<file path="src/rtl/ssd_pkg.sv">
// Shared constants and helpers for the seven-segment scan controller.
package ssd_pkg;

    localparam int SSD_NIB_W   = 4;
    localparam int SSD_MAX_DIG = 32;
    localparam logic [SSD_NIB_W-1:0] SSD_OFF_NIB = 4'h0;

    // Ceiling log2, never below 1 so counters always have at least one bit.
    function automatic int clog2(input int n);
        int r;
        int v;
        r = 0;
        v = n - 1;
        while (v > 0) begin
            r++;
            v = v >> 1;
        end
        return (r < 1) ? 1 : r;
    endfunction

    function automatic logic [SSD_MAX_DIG-1:0] ssd_onecold(input int idx, input int n);
        logic [SSD_MAX_DIG-1:0] r;
        r = '1;
        if (idx < n) begin
            r[idx] = 1'b0;
        end
        return r;
    endfunction

endpackage

</file>
<file path="src/rtl/ssd_tick_gen.sv">
// Scan prescaler: one-cycle tick every DIV clocks.
module ssd_tick_gen
    import ssd_pkg::*;
#(
    parameter int unsigned DIV = 50000
) (
    input  logic clk,
    input  logic rst,
    output logic tick
);

    localparam int W = clog2(DIV);
    localparam logic [W-1:0] LAST = W'(DIV - 1);

    logic [W-1:0] presc;

    assign tick = (presc == LAST);

    always_ff @(posedge clk) begin
        if (rst || tick) begin
            presc <= '0;
        end else begin
            presc <= presc + 1'b1;
        end
    end

endmodule

</file>
<file path="src/rtl/ssd_scan_ctrl.sv">
// Time-multiplexed N-digit seven-segment scan driver with per-frame shadow latching.
// Define SSD_LZB_EN to enable leading-zero blanking on the shadow digits.
module ssd_scan_ctrl
    import ssd_pkg::*;
#(
    parameter int unsigned NUM_DIGITS   = 4,
    parameter int unsigned SCAN_DIV     = 50000,
    parameter int unsigned BLINK_FRAMES = 64
) (
    input  logic                            clk,
    input  logic                            rst,
    input  logic                            en,
    input  logic [SSD_NIB_W*NUM_DIGITS-1:0] digits,
    input  logic [NUM_DIGITS-1:0]           blank_mask,
    input  logic [NUM_DIGITS-1:0]           blink_mask,
    input  logic [NUM_DIGITS-1:0]           dp_mask,
    output logic [NUM_DIGITS-1:0]           ssd_ctl,
    output logic [SSD_NIB_W-1:0]            ssd_in,
    output logic                            ssd_dp,
    output logic                            frame_done
);

    localparam int IDX_W = clog2(NUM_DIGITS);
    localparam int FRM_W = clog2(BLINK_FRAMES);
    localparam logic [IDX_W-1:0] IDX_LAST = IDX_W'(NUM_DIGITS - 1);
    localparam logic [FRM_W-1:0] FRM_LAST = FRM_W'(BLINK_FRAMES - 1);

    logic                            tick;
    logic                            wrap;
    logic                            load;
    logic                            init;
    logic                            blink_phase;
    logic                            off;
    logic [IDX_W-1:0]                idx;
    logic [FRM_W-1:0]                frame_cnt;
    logic [SSD_NIB_W*NUM_DIGITS-1:0] sh_digits;
    logic [NUM_DIGITS-1:0]           sh_blank;
    logic [NUM_DIGITS-1:0]           sh_blink;
    logic [NUM_DIGITS-1:0]           sh_dp;
    logic [NUM_DIGITS-1:0]           lzb;
    logic [SSD_MAX_DIG-1:0]          ctl_full;

    ssd_tick_gen #(
        .DIV (SCAN_DIV)
    ) u_tick_gen (
        .clk  (clk),
        .rst  (rst),
        .tick (tick)
    );

    assign wrap = tick && (idx == IDX_LAST);
    assign load = wrap || init;

`ifdef SSD_LZB_EN
    // Walk down from the leftmost digit; blanking stops at the first non-zero nibble.
    always_comb begin
        logic zrun;
        lzb  = '0;
        zrun = 1'b1;
        for (int i = NUM_DIGITS - 1; i >= 1; i--) begin
            zrun   = zrun && (sh_digits[SSD_NIB_W*i +: SSD_NIB_W] == '0);
            lzb[i] = zrun;
        end
    end
`else
    assign lzb = '0;
`endif

    assign off = !en || sh_blank[idx] || (sh_blink[idx] && blink_phase) || lzb[idx];
    assign ctl_full = ssd_onecold(int'(idx), NUM_DIGITS);

    always_ff @(posedge clk) begin
        if (rst) begin
            idx         <= '0;
            frame_cnt   <= '0;
            blink_phase <= 1'b0;
            init        <= 1'b1;
            sh_digits   <= '0;
            sh_blank    <= '0;
            sh_blink    <= '0;
            sh_dp       <= '0;
            ssd_ctl     <= '1;
            ssd_in      <= SSD_OFF_NIB;
            ssd_dp      <= 1'b1;
            frame_done  <= 1'b0;
        end else begin
            init       <= 1'b0;
            frame_done <= wrap;
            if (tick) begin
                idx <= wrap ? '0 : idx + 1'b1;
            end
            if (load) begin
                sh_digits <= digits;
                sh_blank  <= blank_mask;
                sh_blink  <= blink_mask;
                sh_dp     <= dp_mask;
            end
            if (wrap) begin
                if (frame_cnt == FRM_LAST) begin
                    frame_cnt   <= '0;
                    blink_phase <= ~blink_phase;
                end else begin
                    frame_cnt <= frame_cnt + 1'b1;
                end
            end
            if (off) begin
                ssd_ctl <= '1;
                ssd_in  <= SSD_OFF_NIB;
                ssd_dp  <= 1'b1;
            end else begin
                ssd_ctl <= ctl_full[NUM_DIGITS-1:0];
                ssd_in  <= sh_digits[SSD_NIB_W*idx +: SSD_NIB_W];
                ssd_dp  <= ~sh_dp[idx];
            end
        end
    end

endmodule

</file>
<file path="config.mk">
export PLATFORM = sky130hd
export DESIGN_NAME = ssd_scan_ctrl
export DESIGN_NICKNAME = d
export VERILOG_FILES = /design/src/rtl/ssd_pkg.sv /design/src/rtl/ssd_tick_gen.sv /design/src/rtl/ssd_scan_ctrl.sv
export SDC_FILE = /design/constraint.sdc
export NUM_CORES = 1
export LEC_CHECK = 0
export CAP_MARGIN = 20
export CORE_MARGIN = 5
export CORE_UTILIZATION = 53
export DETAILED_ROUTE_END_ITERATION = 7
export GPL_TIMING_DRIVEN = 0
export PLACE_DENSITY = 0.77
export SYNTH_ARGS = -nofsm -noshare
export SYNTH_HDL_FRONTEND = slang
export SYNTH_HIERARCHICAL = 1
export SYNTH_SLANG_ARGS = --single-unit
</file>
<file path="constraint.sdc">
create_clock -name clk -period 3 [get_ports clk]
set_clock_uncertainty 0.05 [all_clocks]
set_input_delay 0.45 -clock clk [delete_from_list [all_inputs] [get_ports clk]]
set_output_delay 0.45 -clock clk [all_outputs]
set_load 0.01 [all_outputs]
</file>
==> impl_results.md <==
- Status: finished, final reports clean
- Final hold viol count: 0
- Overall die area: 6470 sq um
- All-Layer GR Usage: 19.7%
- Starting density of the core: 55.3%
- CTS clk-pin slew, worst paths: 0.06 ns
- Mapped cell area: 2630 sq um
- I/O pin count: 41
- Crit-path cells: ha_1 -> nand4_2 -> and4b_1 -> clkbuf_1 -> a21o_1 -> clkbuf_1 -> clkbuf_2 -> nand2_1 -> a21oi_1
- Drt pass-1 iters: 4
- Sequential area share after synthesis: 48.7%
- Inserted Diodes: 0
- Cts hold-fix bufs: 0
- EDFF count, synth: 0
- Setup TNS: 0 ns
- Inst Count DP: 399
- Peak supply drop: 0.408 mV
- Slowest stage delay, CP: 0.37 ns
- Total CTS buffers: 9
- Antenna Violating Nets Remaining: 0
- CTS tree: yes
- Fin nets: 380
- YS warnings: 6
- CP endpoint kind: flip-flop
- First-pass GRT wire length: 9590 um
- PwrDens: 548 nW/um^2
- Non-Filler Instances: 415
- Layout area overhead: 26.7%
- Core ar.: 4750 sq um
- Crit Path Class: reg -> reg
- Drt first-iter violations: 167
- Largest net degree at the start of global routing: 11
- CP required: 3.22 ns
- Sink Count: 64
- Top cell type's share of synthesized area: 48.7%
- Share of layout cells above drive strength 1: 6.32%
- Final setup fails: 0
- Total of max-cap violations: 0
- CP Max Fanout: 10
- Slew margin rel.: 52.2%
- Area leader, netlist: dfxtp_1
- Setup repair after global routing missed its margin: no
- H-tree levels: 3
- Cell Rows: 25
- # DRC: 0
- Cell mode on critical path: clkbuf_1
- Yosys reg bits: 64
- Critical R2R Launch: u_tick_gen/presc[0]
- Hold Path Class: reg -> reg
- Synth unique cells: 35
- Fin crit share: 89.3%
- Vias in the first global route: 2111
- DPL Wire Length: 3910 um
- WL final: 5700 um
- Max Fclk: 373 MHz
- Hold Startpoint: sh_blink[1]
- Slew @ Worst Pin: 0.717 ns
- Slowest CP cell: dfxtp_1
- Post-CTS Setup Inserts: 0
- Top area cells in the synthesized netlist: dfxtp_1, nand2_1, a21oi_1, mux4_1, xnor2_1
- Initial antenna violation count: 0
- Crit path from: u_tick_gen/presc[0]
- IO Port Bufs: 40
- Vias/cell: 5.19
- Minimum clock period: 2.68 ns
- Total chip power: 1830 uW
- Pleak: 0.00121 uW
- Clock buffer depth: 2
- Via count: 2155
- Fin util: 70.0%
- Crit path DAT: 2.90 ns
- Dominant synthesized flop cell: dfxtp_1
- CP Launch Type: flip-flop
- Root buffer cell: clkbuf_8
- Final Max Tran Viols: 0
- Avg Cell Area, Syn: 9.00 sq um
- Clk_lat worst skew: 0.35 ns
- Aggregate global routing overflow: 0
- Async set-reset flop share out of synthesis: 0%
- Post-synth net total: 329
- GPL Wtd Cong: 0.834
- Die height: 80.4 um
- Die Width: 80.4 um
- Post-Syn Instances: 292
- DR WL/cell: 13.7 um
## area by class of cell
| type | count | area (sq um) |
|---|---|---|
| Multi-Input combinational cell | 206 | 1250 |
| Clock buffer | 13 | 149 |
| Clock inverter | 3 | 65.1 |
| Timing Repair Buffer | 40 | 400 |
| Inverter | 7 | 26.3 |
| Sequential cell | 64 | 1280 |
| Fill cell | 371 | 1430 |
| Tap cell | 67 | 83.8 |
| Buffer | 15 | 75.1 |
## state kept, by name, indices dropped and copies added (netlist names)
name,flops
sh_digits,16
u_tick_gen/presc,16
frame_cnt,6
sh_blank,4
sh_blink,4
sh_dp,4
ssd_ctl,4
ssd_in,4
idx,2
blink_phase,1
frame_done,1
init,1
ssd_dp,1
## cell families after synthesis
group                    synth area share (%)
AND/OR/NAND/NOR                          22.9
flip-flops                               48.7
AO/OA/AOI/OAI                            9.28
buffers and inverters                    3.76
XOR/XNOR                                 5.00
multiplexers                             7.47
adder cells (fa/ha/maj)                  2.86
## layer usage
layer / part of all wire [%] / up-vias / track usage [%] / wire length (um)
met5: 0 / - / 0 / 0
li1: - / 1093 / - / -
met2: 49 / 63 / 33.2 / 2770
met3: 5.6 / 9 / 7.40 / 320
met4: 1.5 / 0 / 6.42 / 84
met1: 44 / 990 / 23.2 / 2530
## synth_stat cells (2+ instances only)
master and instances:
a21oi_1 33, and2_1 4, buf_6 2, clkbuf_1 11
dfxtp_1 64, ha_1 6, inv_1 7, mux2i_1 2
mux4_1 5, mux4_2 2, nand2_1 71, nand3_1 8
nand4_1 4, nor2_1 27, nor3_1 4, nor4_1 4
nor4bb_1 2, o21ai_0 3, o31ai_1 2, or4_1 3
xnor2_1 13, xor2_1 2
## through the flow
stage | worst slack [ns] | hold slack [ns] | instance area [sq um]
2_1_floorplan | 0.746 | 0.377 | 2630
3_3_place_gp | 0.289 | 0.385 | 3110
3_5_place_dp | 0.208 | 0.393 | 3110
4_1_cts | 0.167 | 0.402 | 3330
5_1_grt | 0.0608 | 0.419 | 3330
6_report | 0.320 | 0.402 | 3330
## critical path, delay by kind of cell (launching register included)
kind	cells	cell delay, ns
buf+inv	3	1.03
simple gates	3	0.60
flops	1	0.37
compound gates	2	0.32
fa+ha+maj	1	0.24
## layout by cell type (no fill, tap or decap), drive strengths merged, types with 2 or more instances in the layout
master,count
xnor2,13
nor2,27
o31ai,2
mux2i,2
nor4,4
nor3,4
inv,7
dfxtp,64
ha,6
mux4,7
nor4bb,2
o21ai,3
clkbuf,24
xor2,2
nand4,5
nand2,71
a21oi,33
nand3,8
or4,3
bufinv,2
clkdlybuf4s50,40
and2,4
buf,4
## final timing paths
check | to | slack [ns] | cells after the start
hold / removal | sh_blink[1] | 0.40 | 2
hold reg to reg | sh_blink[1] | 0.40 | 2
setup reg to reg | sh_digits[10] | 0.32 | 9
setup / recovery | sh_digits[10] | 0.32 | 9
## power breakdown
group | internal, uW | switching [uW]
Clock | 490 | 316
Sequential | 878 | 16.8
Combinational | 67.7 | 55.8
Total | 1440 | 389
## repair_timing
action / CTS / global route
gates resized for setup: 0 / 4
setup endpoints to repair: 0 / 20
hold endpoints to repair: 0 / 0
Note: power is estimated with default switching activity, not from simulation.
